`src/rtl/ifu_fetch_if.sv`:
```
// Fetch-stage bundle: instruction-memory request/response channels, decode handshake,
// next-PC redirect and the sticky fault flag.
interface ifu_fetch_if #(
  parameter int unsigned ADDR_W = 32
);
  logic              imem_req_valid;
  logic [ADDR_W-1:0] imem_req_addr;
  logic              imem_req_ready;
  logic              imem_resp_valid;
  logic [31:0]       imem_resp_data;
  logic              imem_resp_err;
  logic              inst_valid;
  logic [31:0]       inst;
  logic [ADDR_W-1:0] inst_pc;
  logic              inst_ready;
  logic              redirect_valid;
  logic [ADDR_W-1:0] redirect_pc;
  logic              fetch_fault;

  modport master (
    output imem_req_valid, imem_req_addr, inst_valid, inst, inst_pc, fetch_fault,
    input  imem_req_ready, imem_resp_valid, imem_resp_data, imem_resp_err,
           inst_ready, redirect_valid, redirect_pc
  );

  modport slave (
    input  imem_req_valid, imem_req_addr, inst_valid, inst, inst_pc, fetch_fault,
    output imem_req_ready, imem_resp_valid, imem_resp_data, imem_resp_err,
           inst_ready, redirect_valid, redirect_pc
  );
endinterface

```
`src/rtl/ifu_fetch.sv`:
```
// Single-outstanding instruction fetch stage: REQ -> WAIT -> HOLD per instruction,
// sticky FAULT on bus error or misaligned next PC.
module ifu_fetch #(
  parameter int unsigned            ADDR_W   = 32,
  parameter logic [ADDR_W-1:0]      RESET_PC = ADDR_W'(32'h8000_0000)
) (
  input  logic        clk,
  input  logic        rst,
  ifu_fetch_if.master bus
);

  localparam int unsigned INST_W = 32;

  typedef enum logic [1:0] {S_REQ, S_WAIT, S_HOLD, S_FAULT} state_e;

  state_e            state_q, state_d;
  logic [ADDR_W-1:0] pc_q, pc_d;
  logic [ADDR_W-1:0] inst_pc_q, inst_pc_d;
  logic [ADDR_W-1:0] next_pc;
  logic [INST_W-1:0] inst_q, inst_d;
  logic              drop_q, drop_d;
  logic              resp_take;
  logic              req_valid_q, req_valid_d;
  logic              inst_valid_q, inst_valid_d;
  logic              fault_q, fault_d;

  // State register
  always_ff @(posedge clk) begin
    if (rst) state_q <= S_REQ;
    else     state_q <= state_d;
  end

  // Next state and datapath; drop_q swallows the one late response of a request aborted by reset
  always_comb begin
    state_d   = state_q;
    pc_d      = pc_q;
    inst_d    = inst_q;
    inst_pc_d = inst_pc_q;
    drop_d    = drop_q;
    next_pc   = bus.redirect_valid ? bus.redirect_pc : pc_q + ADDR_W'(4);
    resp_take = bus.imem_resp_valid && !drop_q;
    if (bus.imem_resp_valid) drop_d = 1'b0;

    case (state_q)
      S_REQ: begin
        if (bus.imem_req_ready) state_d = S_WAIT;
      end
      S_WAIT: begin
        if (resp_take) begin
          if (bus.imem_resp_err) begin
            state_d = S_FAULT;
          end else begin
            state_d   = S_HOLD;
            inst_d    = bus.imem_resp_data;
            inst_pc_d = pc_q;
          end
        end
      end
      S_HOLD: begin
        if (bus.inst_ready) begin
          if (next_pc[1:0] != 2'b00) begin
            state_d = S_FAULT;
          end else begin
            state_d = S_REQ;
            pc_d    = next_pc;
          end
        end
      end
      S_FAULT: state_d = S_FAULT;
      default: state_d = S_FAULT;
    endcase
  end

  // Output decode from the next state so the flags are registered alongside state_q
  always_comb begin
    req_valid_d  = (state_d == S_REQ);
    inst_valid_d = (state_d == S_HOLD);
    fault_d      = (state_d == S_FAULT);
  end

  always_ff @(posedge clk) begin
    if (rst) begin
      pc_q         <= RESET_PC;
      inst_q       <= '0;
      inst_pc_q    <= '0;
      req_valid_q  <= 1'b1;
      inst_valid_q <= 1'b0;
      fault_q      <= 1'b0;
      drop_q       <= ((state_q == S_WAIT) || drop_q) && !bus.imem_resp_valid;
    end else begin
      pc_q         <= pc_d;
      inst_q       <= inst_d;
      inst_pc_q    <= inst_pc_d;
      req_valid_q  <= req_valid_d;
      inst_valid_q <= inst_valid_d;
      fault_q      <= fault_d;
      drop_q       <= drop_d;
    end
  end

  assign bus.imem_req_valid = req_valid_q;
  assign bus.imem_req_addr  = pc_q;
  assign bus.inst_valid     = inst_valid_q;
  assign bus.inst           = inst_q;
  assign bus.inst_pc        = inst_pc_q;
  assign bus.fetch_fault    = fault_q;

endmodule
```
`src/flat_wrapper.sv`:
```
// flat-port wrapper written by rule: the top's interface ports become plain ports
module ifu_fetch_flat 
#(
  parameter int unsigned            ADDR_W   = 32,
  parameter logic [ADDR_W-1:0]      RESET_PC = ADDR_W'(32'h8000_0000)
)
  (clk, rst, bus_imem_req_valid, bus_imem_req_addr, bus_inst_valid, bus_inst, bus_inst_pc, bus_fetch_fault, bus_imem_req_ready, bus_imem_resp_valid, bus_imem_resp_data, bus_imem_resp_err, bus_inst_ready, bus_redirect_valid, bus_redirect_pc);
  ifu_fetch_if #(.ADDR_W(ADDR_W)) bus_i ();
  input  logic clk;
  input  logic rst;
  output wire logic [$bits(bus_i.imem_req_valid)-1:0] bus_imem_req_valid;
  output wire logic [$bits(bus_i.imem_req_addr)-1:0] bus_imem_req_addr;
  output wire logic [$bits(bus_i.inst_valid)-1:0] bus_inst_valid;
  output wire logic [$bits(bus_i.inst)-1:0] bus_inst;
  output wire logic [$bits(bus_i.inst_pc)-1:0] bus_inst_pc;
  output wire logic [$bits(bus_i.fetch_fault)-1:0] bus_fetch_fault;
  input wire logic [$bits(bus_i.imem_req_ready)-1:0] bus_imem_req_ready;
  input wire logic [$bits(bus_i.imem_resp_valid)-1:0] bus_imem_resp_valid;
  input wire logic [$bits(bus_i.imem_resp_data)-1:0] bus_imem_resp_data;
  input wire logic [$bits(bus_i.imem_resp_err)-1:0] bus_imem_resp_err;
  input wire logic [$bits(bus_i.inst_ready)-1:0] bus_inst_ready;
  input wire logic [$bits(bus_i.redirect_valid)-1:0] bus_redirect_valid;
  input wire logic [$bits(bus_i.redirect_pc)-1:0] bus_redirect_pc;
  assign bus_imem_req_valid = bus_i.imem_req_valid;
  assign bus_imem_req_addr = bus_i.imem_req_addr;
  assign bus_inst_valid = bus_i.inst_valid;
  assign bus_inst = bus_i.inst;
  assign bus_inst_pc = bus_i.inst_pc;
  assign bus_fetch_fault = bus_i.fetch_fault;
  assign bus_i.imem_req_ready = bus_imem_req_ready;
  assign bus_i.imem_resp_valid = bus_imem_resp_valid;
  assign bus_i.imem_resp_data = bus_imem_resp_data;
  assign bus_i.imem_resp_err = bus_imem_resp_err;
  assign bus_i.inst_ready = bus_inst_ready;
  assign bus_i.redirect_valid = bus_redirect_valid;
  assign bus_i.redirect_pc = bus_redirect_pc;
  ifu_fetch #(.ADDR_W(ADDR_W), .RESET_PC(RESET_PC)) u_core (.clk(clk), .rst(rst), .bus(bus_i));
endmodule
```
`config.mk`:
```
export PLATFORM = sky130hd
export DESIGN_NAME = ifu_fetch_flat
export DESIGN_NICKNAME = d
export VERILOG_FILES = /design/src/rtl/ifu_fetch_if.sv /design/src/rtl/ifu_fetch.sv /design/src/flat_wrapper.sv
export SDC_FILE = /design/constraint.sdc
export NUM_CORES = 1
export LEC_CHECK = 0
export ABC_AREA = 0
export ABC_CLOCK_PERIOD_IN_PS = 5400
export CORE_MARGIN = 5
export CORE_UTILIZATION = 48
export DETAILED_ROUTE_END_ITERATION = 8
export PLACE_DENSITY = 0.86
export SYNTH_ARGS = -nofsm -noshare
export SYNTH_HDL_FRONTEND = slang
export SYNTH_SLANG_ARGS = --single-unit
```
`constraint.sdc`:
```
create_clock -name clk -period 5.4 [get_ports clk]
set_input_delay 1.08 -clock clk [delete_from_list [all_inputs] [get_ports clk]]
set_output_delay 1.08 -clock clk [all_outputs]
set_load 0.005 [all_outputs]
```
Word level (Yosys, flattened, before mapping)
Index checks and enable logic that the tools add are counted.

storage, ports and cells
  register bits after elaboration = 102
  input bits = 71
  output and inout bits = 99

operators by class
  add/subtract/negate cells = 1
  equality and inequality tests = 5
  mux-type cells = 9
  bitwise gates (word level) = 2
  reduce and logical (&&, ||, !) cells = 11

operators by type and width
  operator                 number
  $add A32 B3 Y32 const B  1
  $mux W32                 1
  $eq A2 B2 Y1 const B     4
  $mux W2                  4
  $pmux W2 S4              1
  $reduce_and A3 Y1        2
  $logic_not A2 Y1         2
  $reduce_bool A2 Y1       2
  $mux W1                  3
  $eq A2 B1 Y1 const B     1
  $logic_and A1 B1 Y1      2
  $logic_not A1 Y1         2
  $not A1 Y1               2
  $logic_or A1 B1 Y1       1

Logic depth before layout (Yosys ltp)
Gate-level depths: netlist (run 1).

  depth in word-level cells = 7
  depth in mapped cells = 8
  mapped depth without buffers = 6

Worst setup path before layout (run 1)
OpenSTA, ideal clock, no wires.

  kind = input to register
  start = input bus_redirect_valid
  end = register u_core.pc_q[20] (netlist: u_core.bus.imem_req_addr[20])
  arrival = 2.295 ns
  data required time = 5.326 ns
  setup slack = 3.031 ns
  stages on the path = 6
  path through = buf_2 -> nor3_4 -> o21ai_1 -> or3_1 -> o41a_1 -> a31oi_1

between the ends
  word-level cells in the longest chain between the ends = 4

RTL lines
  what                         RTL line            source
  start, declared              flat_wrapper.sv:22  input wire logic [$bits(bus_i.redirect_valid)-1:0] bus_redirect_valid;
  $mux W32 (*)                 ifu_fetch.sv:40     next_pc = bus.redirect_valid ? bus.redirect_pc : pc_q + ADDR_W'(4);
  $reduce_bool A2 Y1           ifu_fetch.sv:61     if (next_pc[1:0] != 2'b00) begin
  $not A1 Y1 (no line)         -
  $reduce_and A3 Y1 (no line)  -
  end signal, assigned         ifu_fetch.sv:91     pc_q <= pc_d;
  end, declared                ifu_fetch.sv:17     logic [ADDR_W-1:0] pc_q, pc_d;

Mark *: on every way between the ends. The rest lies on a longest branch, timed or not.
A chain may end at the register's enable or synchronous reset.

Worst setup path in the final report (run 1)
  start = input bus_redirect_pc[0]
  end = register u_core.pc_q[20] (netlist: u_core.bus.imem_req_addr[20])

between the ends
  word-level cells in the longest chain between the ends = 4

RTL lines
  what                         RTL line            source
  start, declared              flat_wrapper.sv:23  input wire logic [$bits(bus_i.redirect_pc)-1:0] bus_redirect_pc;
  $mux W32                     ifu_fetch.sv:40
  $reduce_bool A2 Y1           ifu_fetch.sv:61
  $not A1 Y1 (no line)         -
  $reduce_and A3 Y1 (no line)  -

Every way passes these cells.

==> results.json, run 1 <==
{
  "drt_wl_total_um": 13800,
  "postCtsSetupBuffers": 0,
  "core_mm2": 0.00920,
  "seq_area_frac_synth_pct": 45.6,
  "drtIter0Drc": 314,
  "place.gp.congestion": 0.874,
  "yosysTopAreaCell": "dfxtp_1",
  "syn_area_mm2": 0.00450,
  "die_w_um": 107,
  "rsz0062_at_grt": "false",
  "r2r-start": "u_core.bus.imem_req_addr[3]$_SDFFE_PP0P_",
  "die_y_um": 107,
  "grt_max_degree": 97,
  "path_cells": "clkdlybuf4s50_1, nor3b_1, o21ai_2, or3_1, o41a_1, a31oi_1",
  "grt_pass1_wl_um": 22400,
  "yosys-top-cells-count": "159 x nand2_1, 101 x dfxtp_1, 85 x a21oi_1",
  "crit_fanout": 33,
  "fin_ws_ps": 2260,
  "slew_headroom_pct": 12.7,
  "worstPathArrival_ps": 3410,
  "ys_seq_elements": 102,
  "syn_nets": 656,
  "hold_class": "reg -> reg",
  "worstSetupEndpoint": "u_core.bus.imem_req_addr[20]$_SDFFE_PP0P_",
  "fin_skew_ps": 9.98,
  "yosysMostFrequentCell": "nand2_1",
  "max-vdd-ir-drop_mv": 0.139,
  "drc": 0,
  "post_cts_resize_count": 0,
  "synth_top_family_by_area": "simple AND/OR/NAND/NOR gates",
  "vias": 4742,
  "hold_viol": 0,
  "cts_buffer_depth": 2,
  "synth_mux_area_share_pct": 1.33,
  "cts-htree-levels": 3,
  "hold_path_depth": 2,
  "slowest_stage": "nor3b_1",
  "synthFlopType": "dfxtp_1",
  "status": "finished clean",
  "port_buffers": 169,
  "rows": 35,
  "cts_tree": "built",
  "power_density_mw_per_mm2": 216,
  "synthXorXnorAreaFrac_pct": 0,
  "synth_cells": 584,
  "startpoint": "bus_redirect_pc[0]",
  "ctsHoldBuffers": 0,
  "antenna_found_initial": 0,
  "critPathLaunchType": "primary input",
  "drtAntennaViolNets": 0,
  "synth-edff-count": 1,
  "viasPerCell": 5.66,
  "finalSetupViolCount": 0,
  "async_flop_share_pct": 0,
  "cts_sinks": 102,
  "yosysUniqueCellTypes": 54,
  "pre_cts_ws_ps": 1960,
  "clk_pin_slew_ps": 100,
  "worstSetupPathType": "in -> reg",
  "required_ps": 5670,
  "dp_hpwl_um": 9510,
  "max_freq_mhz": 318,
  "cts_root_buffer": "clkbuf_8",
  "r2r_end": "u_core.bus.imem_req_addr[30]$_SDFFE_PP0P_",
  "crit_path_max_incr_delay_ps": 490,
  "cts_buffers": 9,
  "setup_tns_ps": 0,
  "yosysWarnings": 0,
  "nNetsFinal": 794,
  "drv_slew": 0,
  "final_layout_size_suffix_gt1_share_pct": 4.40,
  "n_fill_cell": 780,
  "post-route-period-util_pct": 58.2,
  "yosys.area.top_type_share_pct": 44.9,
  "power_leakage_uw": 0.00209,
  "postSynthAreaPerCell_um2": 7.71,
  "firstDrtPassIters": 5,
  "synth-simple-area-share_pct": 27.6,
  "wl_per_cell_um": 16.4,
  "syn2layout_area_growth_pct": 40.8,
  "r2r_slack_ps": 3000,
  "ff2ff_path_depth": 6,
  "endpoint_kind": "flop",
  "grt_overflow": 0,
  "synth_compound_area_share_pct": 20.6,
  "finalPower_uw": 1370,
  "diodes": 0,
  "worst_pin_slew_ps": 1310,
  "gr-usage-all-layers_pct": 23.7,
  "die-area_mm2": 0.0114,
  "synthAdderAreaFrac_pct": 0.278,
  "first_global_vias": 4550,
  "ios": 170,
  "yosys-top-cells-area": "dfxtp_1 45%, nand2_1 13%, a21oi_1 9.4%",
  "max-cap-violations": 0,
  "clock_latency_ps": 360,
  "fin_crit_ps": 3140,
  "post-route-util_pct": 69.0,
  "initial_core_util_pct": 49.0,
  "fin_hold_ws_ps": 458
}
layout make-up:
class | count | area, µm² | share of cell area [%]
Clock inverter | 7 | 55.1 | 0.868
Inverter | 4 | 15.0 | 0.237
Multi-Input combinational cell | 433 | 2250 | 35.5
Tap cell | 111 | 139 | 2.19
Clock buffer | 9 | 124 | 1.95
Sequential cell | 102 | 2050 | 32.3
Timing Repair Buffer | 172 | 1710 | 26.9
power breakdown:
group          internal (µW)  switching [µW]
clock                    174             282
combinational           78.1            62.2
sequential               765            10.5
total                   1020             354
worst min-delay path by stage:
stage                                  startpoint  slack (ps)                                 end
3_5_place_dp   u_core.bus.inst_pc[7]$_SDFFE_PP0P_         450  u_core.bus.inst_pc[7]$_SDFFE_PP0P_
4_1_cts        u_core.bus.inst_pc[7]$_SDFFE_PP0P_         460  u_core.bus.inst_pc[7]$_SDFFE_PP0P_
2_1_floorplan     u_core.bus.inst[0]$_SDFFE_PP0P_         450     u_core.bus.inst[0]$_SDFFE_PP0P_
6_report       u_core.bus.inst_pc[7]$_SDFFE_PP0P_         460  u_core.bus.inst_pc[7]$_SDFFE_PP0P_
5_1_grt        u_core.bus.inst_pc[7]$_SDFFE_PP0P_         470  u_core.bus.inst_pc[7]$_SDFFE_PP0P_
3_3_place_gp      u_core.bus.inst[9]$_SDFFE_PP0P_         440     u_core.bus.inst[9]$_SDFFE_PP0P_
cell families (layout without fill, tap and decap cells):
logic type,after synthesis,after routing
AND/OR/NAND/NOR,266,266
AO/OA/AOI/OAI,160,160
flip-flops,102,102
buffers and inverters,49,192
multiplexers,6,6
adder cells (fa/ha/maj),1,1
stage by stage:
stage	cells	area, µm²
finish	838	6340
global route	838	6340
CTS	838	6340
detailed placement	822	6160
global placement	822	6160
floorplan	584	4500
flip-flops by register name, summed over array words and instances, names as in the netlist:
register,cells
u_core.bus.imem_req_valid,1
u_core.bus.fetch_fault,1
u_core.state_q,2
u_core.bus.inst_valid,1
u_core.drop_q,1
u_core.bus.imem_req_addr,32
u_core.bus.inst_pc,32
u_core.bus.inst,32
worst max-delay path: cells and delay by family:
kind            cells  cell delay, ps
compound gates      3             980
simple gates        2             950
buf+inv             1             400
routing by layer:
metal	part of all wire, %	track usage, %
met3	8.3	6.02
met1	40	29.4
met2	49	40.3
met4	2.3	7.49
met5	0	0
cell usage in the layout (no fill, tap or decap), types with 4 or more instances in the layout:
| master | n |
|---|---|
| o31ai_1 | 5 |
| nand3_1 | 17 |
| buf_4 | 4 |
| o21ai_0 | 24 |
| a21oi_1 | 85 |
| clkbuf_8 | 9 |
| and3_1 | 10 |
| and2_1 | 7 |
| nor2_1 | 20 |
| o211ai_1 | 4 |
| a211oi_1 | 6 |
| mux2i_1 | 6 |
| clkdlybuf4s50_1 | 167 |
| nand4_1 | 9 |
| and4_1 | 5 |
| dfxtp_1 | 101 |
| nand2_1 | 159 |
| nor4_1 | 5 |
| a31oi_1 | 14 |
| nor3_1 | 7 |
| nor2b_1 | 6 |
(Power assumes the default switching activity.)
==> run 2: changes to the inputs <==
- ABC_CLOCK_PERIOD_IN_PS: 5400 -> 3100
- CORE_UTILIZATION: 48 -> 44
- PLACE_DENSITY: 0.86 -> 0.8
- clock period: 5.4 -> 3.1 ns (I/O delays scaled with it)
==> results.json, run 2 (synthesis results as in run 1) <==
{
  "slew_headroom_pct": 61.5,
  "die-area_mm2": 0.0124,
  "port_buffers": 169,
  "post_cts_resize_count": 0,
  "nNetsFinal": 798,
  "ctsHoldBuffers": 0,
  "finalSetupViolCount": 0,
  "layout_commonest_cell": "clkdlybuf4s50_1",
  "startpoint": "u_core.bus.imem_req_addr[2]$_SDFFE_PP0P_",
  "core_mm2": 0.0101,
  "r2r_slack_ps": 660,
  "n_fill_cell": 858,
  "post-route-period-util_pct": 78.8,
  "place.gp.congestion": 0.841,
  "grt_pass1_wl_um": 22600,
  "layout_common_cells": "167 x clkdlybuf4s50_1, 159 x nand2_1, 101 x dfxtp_1, 85 x a21oi_1, 24 x o21ai_0",
  "drtIter0Drc": 354,
  "drv_slew": 0,
  "die_w_um": 111,
  "grt_max_degree": 66,
  "fin_crit_ps": 2440,
  "rows": 37,
  "viasPerCell": 5.45,
  "crit_fanout": 8,
  "antenna_found_initial": 0,
  "hold_class": "reg -> reg",
  "max-vdd-ir-drop_mv": 0.217,
  "worstPathArrival_ps": 2680,
  "postCtsSetupBuffers": 0,
  "wl_per_cell_um": 15.9,
  "initial_core_util_pct": 44.4,
  "gr-usage-all-layers_pct": 21.8,
  "r2r-start": "u_core.bus.imem_req_addr[2]$_SDFFE_PP0P_",
  "fin_skew_ps": 7.24,
  "first_global_vias": 4432,
  "cts_buffer_depth": 2,
  "critPathLaunchType": "flop",
  "multi_input_area_mm2": 0.00225,
  "setup_tns_ps": 0,
  "power_density_mw_per_mm2": 405,
  "dp_hpwl_um": 9750,
  "worst_pin_slew_ps": 577,
  "max_freq_mhz": 409,
  "regArea_mm2": 0.00205,
  "hold_viol": 0,
  "fin_cells": 867,
  "cts_tree": "built",
  "final_layout_size_suffix_gt1_share_pct": 4.92,
  "cts_root_buffer": "clkbuf_8",
  "ios": 170,
  "clk_pin_slew_ps": 100,
  "clock_latency_ps": 370,
  "cts_sinks": 102,
  "cts-htree-levels": 3,
  "cts_buffers": 9,
  "grt_overflow": 0,
  "diodes": 0,
  "power_leakage_uw": 0.00216,
  "drtAntennaViolNets": 0,
  "drc": 0,
  "worstSetupPathType": "reg -> reg",
  "vias": 4727,
  "place_inst": 851,
  "min_from": "u_core.bus.inst[5]$_SDFFE_PP0P_",
  "status": "finished clean",
  "required_ps": 3340,
  "endpoint_kind": "flop",
  "die_y_um": 111,
  "rsz0062_at_grt": "false",
  "syn2layout_area_growth_pct": 44.4,
  "firstDrtPassIters": 5,
  "max-cap-violations": 0,
  "drt_wl_total_um": 13800
}
[run 2: cell count changes in the layout (fill, tap and decap cells not counted), sizes merged]
cell / before / now
buf: 5 / 9
bufinv: 0 / 3
inv: 7 / 5
clkbuf: 9 / 10
clkinv: 2 / 1
clkinvlp: 2 / 1
[run 2: final timing paths]
check | cells past startpoint | endpoint
worst min-delay path | 2 | u_core.bus.inst[5]$_SDFFE_PP0P_
worst max-delay path | 6 | u_core.bus.imem_req_addr[28]$_SDFFE_PP0P_
worst max register to register | 6 | u_core.bus.imem_req_addr[28]$_SDFFE_PP0P_
worst min register to register | 2 | u_core.bus.inst[5]$_SDFFE_PP0P_
[run 2: metal layers]
metal  wire length, µm  vias to the layer above  GRT usage, %
met5                 0                        -             0
met4               159                        0          6.41
met3               998                       17          4.91
met2              6670                      201          37.2
met1              5980                     2188          27.4
li1                  -                     2321             -
[run 2: final cells by class]
type,count,share of cell area [%]
Sequential cell,102,31.6
Clock inverter,6,1.77
Inverter,4,0.231
Tap cell,136,2.62
Clock buffer,10,2.12
Multi-Input combinational cell,433,34.6
Timing Repair Buffer,176,27.1
[run 2: worst max-delay path: stages (launching register included)]
cell and delay [ps]:
dfxtp_1 500, ha_1 290, and4_1 450, nand4_2 280, nor4_1 450, mux2i_1 250
a31oi_1 90
[run 2: metrics by stage]
stage	hold slack (ps)	instance area [µm²]	setup slack [ps]	power (µW)	util, %
floorplan	453	4500	1160	1480	-
global placement	440	6250	501	1620	61.7
detailed placement	445	6250	478	1630	61.7
CTS	460	6500	695	2650	64.1
global route	474	6500	511	2740	64.1
finish	458	6500	658	2630	64.1
[run 2: report_power, final]
group | total, µW | switching (µW) | internal (µW)
Clock | 1030 | 467 | 564
Combinational | 250 | 110 | 140
Sequential | 1350 | 17.8 | 1330
Total | 2630 | 595 | 2040
